<file path="config.mk">
export PLATFORM = sky130hd
export DESIGN_NAME = iomem_initiator
export DESIGN_NICKNAME = d
export VERILOG_FILES = /design/src/rtl/iomem_pkg.sv /design/src/rtl/iomem_timeout_ctr.sv /design/src/rtl/iomem_initiator.sv
export SDC_FILE = /design/constraint.sdc
export NUM_CORES = 1
export LEC_CHECK = 0
export BUFFER_PORTS_ARGS = -buffer_cell sky130_fd_sc_hd__buf_2
export CAP_MARGIN = 20
export CORE_AREA = 2 2 124 126
export CTS_CLUSTER_DIAMETER = 200
export DETAILED_ROUTE_END_ITERATION = 10
export DIE_AREA = 0 0 126 128
export HOLD_SLACK_MARGIN = 0.03
export REMOVE_ABC_BUFFERS = 1
export SLEW_MARGIN = 20
export SYNTH_ARGS = -nofsm -noshare
export SYNTH_HDL_FRONTEND = slang
export SYNTH_SLANG_ARGS = --single-unit
</file>
<file path="constraint.sdc">
create_clock -name clk -period 2 [get_ports clk]
set_clock_uncertainty 0.1 [all_clocks]
set_input_delay 0 -clock clk [delete_from_list [all_inputs] [get_ports clk]]
set_output_delay 0 -clock clk [all_outputs]
set_load 0.03 [all_outputs]
</file>
<file path="src/rtl/iomem_pkg.sv">
// Shared widths, state codes and constants for the iomem initiator.
package iomem_pkg;

  localparam int unsigned IOMEM_ADDR_W = 32;
  localparam int unsigned IOMEM_DATA_W = 32;
  localparam int unsigned IOMEM_STRB_W = 4;

  localparam int unsigned STATE_W = 2;
  localparam logic [STATE_W-1:0] ST_IDLE = 2'd0;
  localparam logic [STATE_W-1:0] ST_BUS  = 2'd1;
  localparam logic [STATE_W-1:0] ST_RESP = 2'd2;

  // An all-zero strobe on the bus marks a read cycle.
  localparam logic [IOMEM_STRB_W-1:0] WSTRB_READ = 4'b0000;

endpackage

</file>
<file path="src/rtl/iomem_timeout_ctr.sv">
// Bus-cycle watchdog: counts cycles spent waiting for iomem_ready.
module iomem_timeout_ctr #(
  parameter int unsigned TIMEOUT_CYCLES = 64
) (
  input  logic clk,
  input  logic resetn,
  input  logic clear,
  input  logic enable,
  output logic expired
);

  localparam int unsigned CTR_W = (TIMEOUT_CYCLES == 0) ? 1 : $clog2(TIMEOUT_CYCLES + 1);
  localparam logic [CTR_W-1:0] LAST = (TIMEOUT_CYCLES == 0) ? '0 : CTR_W'(TIMEOUT_CYCLES - 1);

  logic [CTR_W-1:0] count;

  // Count waiting cycles; saturate at the last value so the counter never wraps.
  always_ff @(posedge clk or negedge resetn) begin
    if (!resetn) begin
      count <= '0;
    end else if (clear) begin
      count <= '0;
    end else if (enable && (count != LAST)) begin
      count <= count + CTR_W'(1);
    end
  end

  // Zero TIMEOUT_CYCLES disables the watchdog entirely.
  assign expired = (TIMEOUT_CYCLES != 0) && (count == LAST);

endmodule

</file>
<file path="src/rtl/iomem_initiator.sv">
// Single-outstanding iomem bus master with command/response handshakes and timeout.
module iomem_initiator
  import iomem_pkg::*;
#(
  parameter int unsigned TIMEOUT_CYCLES = 64
) (
  input  logic                    clk,
  input  logic                    resetn,
  input  logic                    cmd_valid,
  output logic                    cmd_ready,
  input  logic                    cmd_write,
  input  logic [IOMEM_ADDR_W-1:0] cmd_addr,
  input  logic [IOMEM_DATA_W-1:0] cmd_wdata,
  input  logic [IOMEM_STRB_W-1:0] cmd_wstrb,
  output logic                    rsp_valid,
  input  logic                    rsp_ready,
  output logic [IOMEM_DATA_W-1:0] rsp_rdata,
  output logic                    rsp_error,
  output logic                    iomem_valid,
  output logic [IOMEM_STRB_W-1:0] iomem_wstrb,
  output logic [IOMEM_ADDR_W-1:0] iomem_addr,
  output logic [IOMEM_DATA_W-1:0] iomem_wdata,
  input  logic                    iomem_ready,
  input  logic [IOMEM_DATA_W-1:0] iomem_rdata,
  output logic                    busy
);

  logic [STATE_W-1:0]      state_q, state_d;
  logic                    iomem_valid_d;
  logic [IOMEM_STRB_W-1:0] iomem_wstrb_d;
  logic [IOMEM_ADDR_W-1:0] iomem_addr_d;
  logic [IOMEM_DATA_W-1:0] iomem_wdata_d;
  logic                    rsp_valid_d;
  logic [IOMEM_DATA_W-1:0] rsp_rdata_d;
  logic                    rsp_error_d;
  logic                    ctr_clear;
  logic                    ctr_enable;
  logic                    ctr_expired;

  assign cmd_ready = (state_q == ST_IDLE);
  assign busy      = (state_q != ST_IDLE);

  iomem_timeout_ctr #(
    .TIMEOUT_CYCLES(TIMEOUT_CYCLES)
  ) u_timeout (
    .clk    (clk),
    .resetn (resetn),
    .clear  (ctr_clear),
    .enable (ctr_enable),
    .expired(ctr_expired)
  );

  // State and registered outputs; reset drops the bus request immediately.
  always_ff @(posedge clk or negedge resetn) begin
    if (!resetn) begin
      state_q     <= ST_IDLE;
      iomem_valid <= 1'b0;
      iomem_wstrb <= WSTRB_READ;
      iomem_addr  <= '0;
      iomem_wdata <= '0;
      rsp_valid   <= 1'b0;
      rsp_rdata   <= '0;
      rsp_error   <= 1'b0;
    end else begin
      state_q     <= state_d;
      iomem_valid <= iomem_valid_d;
      iomem_wstrb <= iomem_wstrb_d;
      iomem_addr  <= iomem_addr_d;
      iomem_wdata <= iomem_wdata_d;
      rsp_valid   <= rsp_valid_d;
      rsp_rdata   <= rsp_rdata_d;
      rsp_error   <= rsp_error_d;
    end
  end

  // Next-state and next-output logic; everything holds unless a transition says otherwise.
  always_comb begin
    state_d       = state_q;
    iomem_valid_d = iomem_valid;
    iomem_wstrb_d = iomem_wstrb;
    iomem_addr_d  = iomem_addr;
    iomem_wdata_d = iomem_wdata;
    rsp_valid_d   = rsp_valid;
    rsp_rdata_d   = rsp_rdata;
    rsp_error_d   = rsp_error;
    ctr_clear     = 1'b0;
    ctr_enable    = 1'b0;

    case (state_q)
      ST_IDLE: begin
        if (cmd_valid) begin
          if (cmd_write && (cmd_wstrb == WSTRB_READ)) begin
            // A write that touches no bytes never reaches the bus.
            rsp_valid_d = 1'b1;
            rsp_error_d = 1'b1;
            rsp_rdata_d = '0;
            state_d     = ST_RESP;
          end else begin
            iomem_valid_d = 1'b1;
            iomem_addr_d  = cmd_addr;
            iomem_wdata_d = cmd_wdata;
            iomem_wstrb_d = cmd_write ? cmd_wstrb : WSTRB_READ;
            ctr_clear     = 1'b1;
            state_d       = ST_BUS;
          end
        end
      end

      ST_BUS: begin
        if (iomem_ready) begin
          // Ready beats a simultaneous timeout; valid must fall on this edge.
          iomem_valid_d = 1'b0;
          iomem_wstrb_d = WSTRB_READ;
          rsp_rdata_d   = (iomem_wstrb == WSTRB_READ) ? iomem_rdata : '0;
          rsp_error_d   = 1'b0;
          rsp_valid_d   = 1'b1;
          state_d       = ST_RESP;
        end else if (ctr_expired) begin
          iomem_valid_d = 1'b0;
          iomem_wstrb_d = WSTRB_READ;
          rsp_rdata_d   = '0;
          rsp_error_d   = 1'b1;
          rsp_valid_d   = 1'b1;
          state_d       = ST_RESP;
        end else begin
          ctr_enable = 1'b1;
        end
      end

      ST_RESP: begin
        if (rsp_ready) begin
          rsp_valid_d = 1'b0;
          state_d     = ST_IDLE;
        end
      end

      default: begin
        state_d = ST_IDLE;
      end
    endcase
  end

endmodule

</file>
# Word level (Yosys, flattened, before mapping)
# Index checks and enable logic that the tools add are counted.
dict set report totals {
  reg_bits 112
  in_bits 106
  output_inout_bits 105
  wordCells 73
}
dict set report classes {
  add_sub_neg 1
  eq_ne 9
  n_mux 39
  bitwise_logic 1
  reduce_logical 14
}
# operator count
set ops {}
lappend ops {{$mux 32} 5}
lappend ops {{$pmux 32 s2} 1}
lappend ops {{$mux 4} 5}
lappend ops {{$mux 1} 16}
lappend ops {{$mux 7} 2}
lappend ops {{$mux 2} 5}
lappend ops {{$logic_not 4->1} 2}
lappend ops {{$pmux 4 s2} 1}
lappend ops {{$reduce_and 4->1} 2}
lappend ops {{$add 7x1->7 const B} 1}
lappend ops {{$eq 7x6->1 const B} 1}
lappend ops {{$ne 7x6->1 const B} 1}
lappend ops {{$ne 2x2->1 const B} 3}
lappend ops {{$pmux 2 s3} 1}
lappend ops {{$reduce_and 3->1} 2}
lappend ops {{$reduce_bool 2->1} 3}
lappend ops {{$reduce_and 5->1} 1}
lappend ops {{$pmux 1 s2} 2}
lappend ops {{$ne 3x3->1 const B} 1}
lappend ops {{$pmux 1 s3} 1}
lappend ops {{$reduce_bool 3->1} 1}
lappend ops {{$eq 2x1->1 const B} 1}
lappend ops {{$eq 2x2->1 const B} 1}
lappend ops {{$logic_and 1x1->1} 2}
lappend ops {{3 further kinds} 3}

# Longest topological paths before layout
# Gate-level depths: netlist of the first run.
dict set report depth {
  depth_word 7
  mapped_depth 7
  mapped_depth_nobuf 5
}

# Cells and area by module
# Synthesis of the first run repeated with hierarchy kept, for this count alone.
dict set report unflattened {
  cells_unflattened 407
  hier_area_um2 4872.2
}
# module instances cells_each area_per_inst_um2 seq_area_each_um2
set by_module_without_submodules {}
lappend by_module_without_submodules {iomem_initiator 1 365 4451.8 2627.5}
lappend by_module_without_submodules {iomem_timeout_ctr 1 42 420.4 175.2}

# Least setup slack after synthesis of the first run
# OpenSTA, ideal clock, no wires.
dict set report synth_path {
  path_type {flip-flop to flip-flop}
  start {reg state_q[0]}
  end {reg iomem_addr[10]}
  setup_time_ps 125
  arrival_time_ps 1951
  t_required_ps 1775
  slack_ps -175
  path_stages_with_launch 8
  path_buffers 3
  synth_period_minus_slack_ps 2175
  cell_sequence {dfrtp_1 > buf_2 > nor2_2 > inv_2 > a211oi_2 > buf_4 > buf_6 > mux2_2}
}
dict set report synth_between {
  elab_chain_cells 2
}
# element line_no
set synth_rtl {}
lappend synth_rtl {{start, declared} iomem_initiator.sv:28} ;# logic [STATE_W-1:0] state_q, state_d;
lappend synth_rtl {{start signal, assigned} iomem_initiator.sv:65} ;# state_q <= state_d;
lappend synth_rtl {{$logic_not 2->1} -}
lappend synth_rtl {{net cmd_ready} iomem_initiator.sv:10} ;# output logic cmd_ready,
lappend synth_rtl {{$reduce_and 3->1 (no line)} -}
lappend synth_rtl {{end signal, assigned} iomem_initiator.sv:68} ;# iomem_addr <= iomem_addr_d;
lappend synth_rtl {{end, declared} iomem_initiator.sv:21} ;# output logic [IOMEM_ADDR_W-1:0] iomem_addr,
# The timed path passes the listed nets, and every way through them passes these cells.
# A chain may end at the register's enable or synchronous reset.

# Worst setup path in the final report of the first run
dict set report layout_path {
  start {reg u_timeout.count[0]}
  end {reg rsp_rdata[12]}
}
dict set report layout_between {
  elab_chain_cells 3
}
# element line_no
set layout_rtl {}
lappend layout_rtl {{start, declared} iomem_timeout_ctr.sv:15} ;# logic [CTR_W-1:0] count;
lappend layout_rtl {{start signal, assigned} iomem_timeout_ctr.sv:24} ;# count <= count + CTR_W'(1);
lappend layout_rtl {{$eq 7x6->1} iomem_timeout_ctr.sv:29} ;# assign expired = (TIMEOUT_CYCLES != 0) && (count == LAST);
lappend layout_rtl {{$ne 3x3->1 (no line)} -}
lappend layout_rtl {{$reduce_and 4->1 (no line)} -}
lappend layout_rtl {{end signal, assigned} iomem_initiator.sv:71} ;# rsp_rdata <= rsp_rdata_d;
lappend layout_rtl {{end, declared} iomem_initiator.sv:17} ;# output logic [IOMEM_DATA_W-1:0] rsp_rdata,
# No other way between the ends.

==> reports/qor.txt, run 1 <==
adder-cell share of the synthesized area - 0.00288
drt total wl - 11.9 mm
post-DR vias/cell - 4.52
Num CTS Buffers - 9
DRT Pass-1 Iters - 6
CP Class - flop to flop
area delta synth->final - 61.2%
status - finished clean
clock sink count - 112
Lkg Pwr - 3.42 nW
die height - 128 µm
Layout Nets - 712
hpwl dp - 7.75 mm
setup violators final - 0
Avg Cell Area, Syn - 15.3 µm²
simple-gate share of the synthesized area - 0.0360
post-layout min period - 1.90 ns
row cnt - 45
routability cong. - 0.758
width of the die - 126 µm
core region area - 14900 µm²
worst hold slack - 0.0719 ns
commonest non-fill, non-tap cell in the layout - buf_2
Antenna Nets Post-Route - 0
die area - 16100 µm²
CTS tree - done
Clk pin slew, worst setup/hold paths - 0.07 ns
grt total ovfl - 0
pin slew with the least headroom to its limit - 0.551 ns
final slew viol count - 0
Final Worst Setup Slack - 0.0998 ns
sequential area share after synthesis - 0.644
Worst setup SP type - flop
WL/cell - 14.9 µm
starting density of the core - 0.293
RSZ-0062 raised after global routing - no
CTS max path bufs - 2
DRC - 0
Multi-input gate area - 1420 µm²
root buf cell - clkbuf_16
first-pass GRT wire length - 19.4 mm
Clock Latency Late Sink - 0.35 ns
hold crit path type - input port to asynchronous set/reset pin
Post-Place Setup Slack - 0.0627 ns
mux share of post-synthesis cell area - 0.171
initial antenna violation count - 0
Total GRT Usage - 0.150
H-tree levels - 3
Yosys warnings - 0
Post-Synth XOR/XNOR Area - 0.00403
# diodes - 0
# fillers - 1314
post-synthesis cell count - 285
I/O Pins - 211
largest family of logic cells by synthesized area - multiplexers
DRT iter0 DRCs - 176
Register Area - 2800 µm²
fraction of layout cells with a size suffix above 1 - 0.505
commonest non-fill, non-tap cells in the layout - 209 x buf_2, 112 x dfrtp_1, 105 x dlygate4sd3_1, 64 x mux2_2, 32 x a22o_1
final core occ - 0.472
DR vias - 3610
final worst-path cycle share - 0.950
nature of the critical path endpoint - flop
Seq cells post-synth - 112
cell area power density - 1590 nW/µm²
Req. time, crit path - 2.13 ns
Netlist Area Pre-Place - 4350 µm²
max-cap violation count - 0
largest net degree at the start of global routing - 54
Fin. Hold Viols - 0
Port-buffer cells - 210
vias in the first global route - 3880
FMAX - 526 MHz
Compound-Gate Fraction of Synth Area - 0.109
unique cell type count in the Yosys netlist - 40
VDD IR-drop max - 0.915 mV
Max FO, Critical Path - 32
Max-slew headroom - 0.633
WP data arrival - 2.03 ns
worst max-delay path, stage by stage (launching register included):
cell and delay [ns]:
dfrtp_1 0.39, ha_2 0.21, nand4_2 0.12, o21a_2 0.27
a211o_1 0.31, buf_12 0.18, a22o_1 0.19
final timing paths:
| path | from | to | slack (ns) | cells past startpoint |
|---|---|---|---|---|
| setup / recovery | u_timeout.count[0] | rsp_rdata[12] | 0.1 | 6 |
| hold / removal | resetn | iomem_wdata[31] | 0.07 | 2 |
| setup reg to reg | u_timeout.count[0] | rsp_rdata[12] | 0.1 | 6 |
| hold reg to reg | iomem_valid | iomem_valid | 0.39 | 1 |
| max in group asynchronous | resetn | iomem_addr[15] | 1.05 | 3 |
| min in group clk | cmd_addr[0] | iomem_addr[0] | 0.31 | 3 |
cell usage after synthesis:
library cell / count / area share
a211o_1: 1 / 0.0020
a211oi_2: 1 / 0.0029
a21o_1: 2 / 0.0035
a21oi_1: 5 / 0.0058
a22o_1: 32 / 0.064
a2bb2oi_1: 1 / 0.0020
a31oi_1: 2 / 0.0029
a32o_1: 4 / 0.0092
and2b_1: 1 / 0.0017
and4b_1: 1 / 0.0023
buf_2: 9 / 0.010
buf_4: 1 / 0.0017
buf_6: 6 / 0.016
clkbuf_2: 1 / 0.0011
dfrtp_1: 112 / 0.64
ha_1: 1 / 0.0029
inv_1: 4 / 0.0035
inv_2: 1 / 0.00086
mux2_1: 1 / 0.0026
mux2_2: 64 / 0.17
mux2i_1: 1 / 0.0023
nand2_1: 3 / 0.0026
nand2b_1: 2 / 0.0029
nand3_1: 3 / 0.0035
nand4_2: 1 / 0.0029
nor2_1: 5 / 0.0043
nor2_2: 1 / 0.0014
nor3_2: 1 / 0.0023
nor4_4: 1 / 0.0049
nor4bb_1: 1 / 0.0023
o211ai_1: 1 / 0.0017
o21a_1: 1 / 0.0017
o21ai_0: 5 / 0.0058
o22a_1: 1 / 0.0020
o22ai_1: 1 / 0.0014
o31ai_1: 1 / 0.0017
o41ai_1: 1 / 0.0020
or3_1: 1 / 0.0014
or4_1: 2 / 0.0035
xor2_1: 2 / 0.0040
flip-flops by register name (all words and copies together), names as in the netlist:
name and count:
iomem_addr 32, iomem_valid 1, iomem_wdata 32, iomem_wstrb 4, rsp_error 1, rsp_rdata 32, rsp_valid 1, state_q 2
u_timeout.count 7
per-layer routing:
layer | vias to the layer above | share of wire | routed length [µm] | global-route usage
met4 | 0 | 0.026 | 305 | 0.0575
met3 | 26 | 0.062 | 738 | 0.0442
li1 | 1694 | - | - | -
met2 | 133 | 0.52 | 6190 | 0.258
met5 | - | 0 | 0 | 0
met1 | 1757 | 0.39 | 4670 | 0.176
final cells by class:
class                      instances  share of cell area
sequential                       112               0.400
inverter                           5             0.00268
clock buffer                      10              0.0327
multi-input combinational        151               0.203
clock inverter                     6             0.00964
tap                              188              0.0336
timing repair buffer             326               0.319
cell families (layout without fill, tap and decap cells):
| logic type | after synthesis | after routing |
|---|---|---|
| AO/OA/AOI/OAI | 59 | 59 |
| XOR/XNOR | 2 | 2 |
| adder cells (fa/ha/maj) | 1 | 1 |
| buffers and inverters | 22 | 347 |
| flip-flops | 112 | 112 |
| multiplexers | 66 | 66 |
| AND/OR/NAND/NOR | 23 | 23 |
power by group:
group | leakage, nW | switching, mW | total (mW) | internal (mW)
registers | 1.38 | 0.544 | 3.83 | 3.28
clock network | 0.145 | 0.833 | 1.82 | 0.982
logic | 1.89 | 3.43 | 5.50 | 2.07
timing repair:
| item | in CTS | in global routing |
|---|---|---|
| setup endpoints to repair | 0 | 37 |
| hold buffers | 105 | 0 |
| hold endpoints to repair | 211 | 0 |
| setup buffers | 0 | 1 |
| gates resized for setup | 0 | 3 |
through the flow:
| stage | instance area, µm² | power (mW) | setup TNS (ns) | instances |
|---|---|---|---|---|
| CTS | 7000 | 11.2 | 0 | 797 |
| global route | 7010 | 11.8 | 0 | 798 |
| detailed placement | 5650 | 9.21 | 0 | 676 |
| global placement | 5650 | 9.09 | 0 | 676 |
| floorplan | 4220 | 7.44 | -217.99 | 268 |
| finish | 7010 | 11.1 | 0 | 798 |
(Power assumes the default switching activity.)
==> inputs of run 2 (changes only) <==
- clock period: 2 -> 1.8 ns (I/O delays scaled with it)
==> reports/qor.txt, run 2 (synthesis results as in run 1) <==
fraction of layout cells with a size suffix above 1 - 0.520
final slew viol count - 0
area delta synth->final - 66.0%
die area - 16100 µm²
Final Worst Setup Slack - -0.0539 ns
Max FO, Critical Path - 16
initial antenna violation count - 0
FMAX - 539 MHz
die height - 128 µm
FF-to-FF setup slack - -0.05 ns
status - complete, but fails checks
H-tree levels - 3
Worst setup SP type - flop
largest net degree at the start of global routing - 61
dpl cell area - 5680 µm²
Port-buffer cells - 210
Clock Latency Late Sink - 0.35 ns
non-filler instance count after layout - 813
first-pass GRT wire length - 20.2 mm
Placed Cells - 680
WP data arrival - 2.00 ns
Total GRT Usage - 0.157
Fin. Hold Viols - 0
commonest non-fill, non-tap cells in the layout - 209 x buf_2, 112 x dfrtp_1, 105 x dlygate4sd3_1, 64 x mux2_2, 32 x a22o_1
setup violators final - 37
DR vias - 3684
Sum Neg Setup Slack - -1.32 ns
DRT iter0 DRCs - 155
# diodes - 0
I/O Pins - 211
starting density of the core - 0.293
grt total ovfl - 0
row cnt - 45
WL/cell - 15.7 µm
post-layout min period - 1.85 ns
nature of the critical path endpoint - flop
hpwl dp - 7.73 mm
Num CTS Buffers - 9
drt total wl - 12.8 mm
final worst-path cycle share - 1.03
Layout Nets - 728
DRC - 0
Final Instance Area - 7220 µm²
CP Class - flop to flop
core region area - 14900 µm²
routability cong. - 0.763
pin slew with the least headroom to its limit - 0.477 ns
violated checks - setup timing
hold crit path type - input port to flop
Antenna Nets Post-Route - 0
post-DR vias/cell - 4.53
width of the die - 126 µm
Req. time, crit path - 1.94 ns
max-cap violation count - 0
VDD IR-drop max - 0.908 mV
Lkg Pwr - 3.52 nW
root buf cell - clkbuf_16
cell area power density - 1760 nW/µm²
CTS max path bufs - 2
vias in the first global route - 4017
RSZ-0062 raised after global routing - yes
CTS tree - done
commonest non-fill, non-tap cell in the layout - buf_2
DRT Pass-1 Iters - 6
Clk pin slew, worst setup/hold paths - 0.08 ns
clock sink count - 112
Regs by FF count - iomem_addr: 32 flops, iomem_wdata: 32 flops, rsp_rdata: 32 flops
Max-slew headroom - 0.678
-- run 2: changes by cell type in the layout (fill, tap and decap cells not counted), moves of 2 or more --
cell,previous run,this run
clkinv_2,2,0
clkinv_4,0,2
buf_4,8,18
buf_6,0,2
buf_16,0,2
-- run 2: power by group --
part | leakage, nW | internal (mW) | switching [mW]
Clock | 0.134 | 0.957 | 0.954
Sequential | 1.38 | 3.65 | 0.604
Combinational | 2.01 | 2.56 | 3.96
Total | 3.52 | 7.16 | 5.51
-- run 2: routing by layer --
layer | up-vias | part of all wire | GRT usage
met1 | 1806 | 0.40 | 0.182
met5 | - | 0 | 0
met3 | 25 | 0.058 | 0.0380
met4 | 0 | 0.024 | 0.0718
met2 | 126 | 0.52 | 0.276
li1 | 1727 | - | -
-- run 2: timing repair --
| action | in CTS | in global routing |
|---|---|---|
| buffers inserted | 5 | 4 |
| gates resized for setup | 8 | 7 |
| pin swaps | 3 | 4 |
| endpoints found under the hold margin | 215 | 1 |
| endpoints found under the setup margin | 100 | 104 |
| hold buffers | 105 | 1 |
| gates cloned | 2 | 1 |
-- run 2: per-stage QoR --
stage	hold slack [ns]	worst slack, ns	util	power, mW
3_5_place_dp	-0.153	-0.0541	0.382	10.3
4_1_cts	-0.163	-0.0464	0.481	12.7
6_report	0.0392	-0.0539	0.486	12.7
2_1_floorplan	-0.396	-3.04	-	8.27
3_3_place_gp	-0.162	-0.00518	0.382	10.1
5_1_grt	0.0436	-0.116	0.486	13.4
-- run 2: cell type report --
type / count / area (µm²)
Clock buffer: 9 / 225
Clock inverter: 6 / 53.8
Multi-Input combinational cell: 151 / 1450
Fill cell: 1324 / 7640
Sequential cell: 112 / 2800
Timing Repair Buffer: 342 / 2430
Tap cell: 188 / 235
Inverter: 5 / 18.8
-- run 2: worst paths after layout --
path | from | to | depth (start not counted)
max reg2reg | u_timeout.count[1] | rsp_rdata[4] | 6
max in group asynchronous | resetn | rsp_rdata[19] | 3
min reg2reg | iomem_valid | iomem_valid | 1
min | cmd_wstrb[2] | state_q[1] | 5
min in group asynchronous | resetn | iomem_wdata[6] | 3
max | u_timeout.count[1] | rsp_rdata[4] | 6
-- run 2: worst max-delay path: stages (launching register included) --
cell and delay, ns:
dfrtp_1 0.40, ha_4 0.17, nand4_4 0.11, o21a_1 0.21, a211o_4 0.39, buf_16 0.18, a22o_1 0.18
==> inputs of run 3 (changes only) <==
- BUFFER_PORTS_ARGS: -buffer_cell sky130_fd_sc_hd__buf_2 -> -buffer_cell sky130_fd_sc_hd__buf_4
==> reports/qor.txt, run 3 (synthesis results as in run 1) <==
Layout Nets - 730
Total GRT Usage - 0.163
hpwl dp - 8.35 mm
Max FO, Critical Path - 32
first-pass GRT wire length - 21.0 mm
grt total ovfl - 0
Port-buffer cells - 210
Worst setup SP type - flop
pin slew with the least headroom to its limit - 0.634 ns
initial antenna violation count - 0
H-tree levels - 3
vias in the first global route - 4238
post-DR vias/cell - 4.58
commonest non-fill, non-tap cells in the layout - 226 x buf_4, 112 x dfrtp_1, 105 x dlygate4sd3_1, 34 x mux2_2, 32 x a22o_1
Num CTS Buffers - 9
commonest non-fill, non-tap cell in the layout - buf_4
Bufs and invs on worst path - 1
Worst R2R Path Depth - 6
Crit path depth - 6
I/O Pins - 211
final slew viol count - 0
CTS tree - done
Max-slew headroom - 0.577
drt total wl - 14.2 mm
Worst path slowest cell - dfrtp_1
clock sink count - 112
nature of the critical path endpoint - flop
WL/cell - 17.4 µm
# fillers - 1279
area delta synth->final - 81.4%
final worst-path cycle share - 1.01
fraction of layout cells with a size suffix above 1 - 0.519
Post-Place Setup Slack - -0.0400 ns
FMAX - 550 MHz
root buf cell - clkbuf_16
cell area power density - 1760 nW/µm²
DR vias - 3735
Sum Neg Setup Slack - -0.196 ns
core region area - 14900 µm²
VDD IR-drop max - 0.793 mV
routability cong. - 0.750
max-cap violation count - 0
largest net degree at the start of global routing - 113
Fin. Hold Viols - 0
DRC - 0
Req. time, crit path - 1.93 ns
status - complete, but fails checks
DRT Pass-1 Iters - 4
DRT iter0 DRCs - 122
WP data arrival - 1.94 ns
setup violators final - 26
starting density of the core - 0.293
Lkg Pwr - 3.80 nW
Largest delay share family, worst path - compound AO/OA/AOI/OAI gates
CP max stage delay - 0.41 ns
Antenna Nets Post-Route - 0
die height - 128 µm
die area - 16100 µm²
CTS max path bufs - 2
Clk pin slew, worst setup/hold paths - 0.07 ns
worst path cell trace - ha_4 -> nand4_4 -> o21a_1 -> a211o_1 -> buf_12 -> a22o_1
hold crit path type - input port to asynchronous set/reset pin
RSZ-0062 raised after global routing - yes
Final Worst Setup Slack - -0.0181 ns
Clock Latency Late Sink - 0.34 ns
violated checks - setup timing
CP Class - flop to flop
width of the die - 126 µm
Regs by FF count - iomem_addr: 32 flops, iomem_wdata: 32 flops, rsp_rdata: 32 flops
row cnt - 45
# diodes - 0
post-layout min period - 1.82 ns
==> run 3: metrics by stage <==
step | hold WS [ns] | utilization | power [mW] | area, µm² | std cells
after floorplan | -0.396 | - | 8.27 | 4220 | 268
after global placement | 0.0225 | 0.421 | 11.0 | 6250 | 685
after detailed placement | 0.0376 | 0.421 | 11.2 | 6250 | 685
after CTS | 0.140 | 0.514 | 13.4 | 7630 | 809
after global routing | 0.160 | 0.531 | 14.6 | 7890 | 816
final | 0.146 | 0.531 | 13.9 | 7890 | 816
==> run 3: worst min-delay path, cell delays in order <==
cell           delay [ns]
dlygate4sd3_1        0.53
buf_4                0.12
buf_12               0.40
==> run 3: power breakdown <==
group	internal, mW	switching (mW)	leakage (nW)
registers	3.65	0.690	1.38
logic	3.54	4.11	2.29
clock network	0.973	0.887	0.128
total	8.16	5.69	3.80
==> run 3: final cells by class <==
class	count	area (µm²)	area share
timing repair buffer	344	3000	0.381
sequential	112	2800	0.355
multi-input combinational	151	1550	0.197
clock buffer	11	243	0.0308
tap	188	235	0.0298
clock inverter	5	32.5	0.00412
inverter	5	18.8	0.00238
==> run 3: routing by layer <==
| layer | vias up | global-route usage | share of wire |
|---|---|---|---|
| met2 | 127 | 0.293 | 0.52 |
| met5 | - | 0 | 0 |
| li1 | 1722 | - | - |
| met3 | 22 | 0.0417 | 0.055 |
| met4 | 0 | 0.0711 | 0.021 |
| met1 | 1864 | 0.184 | 0.40 |
==> run 3: what timing repair did <==
action | in CTS | in global routing
resized for setup | 3 | 38
cloned | 1 | 5
hold endpoints to repair | 216 | 0
hold buffers | 105 | 0
endpoints found under the setup margin | 70 | 74
pin swaps | 2 | 2
buffers inserted | 2 | 2
==> run 3: worst paths after layout <==
path,from,to,slack [ns]
min reg2reg,iomem_valid,iomem_valid,0.39
min in group clk,cmd_wstrb[1],rsp_error,0.16
max in group asynchronous,resetn,rsp_rdata[25],0.95
max reg2reg,u_timeout.count[0],rsp_rdata[14],-0.02
max,u_timeout.count[0],rsp_rdata[14],-0.02
min,resetn,iomem_wdata[31],0.15
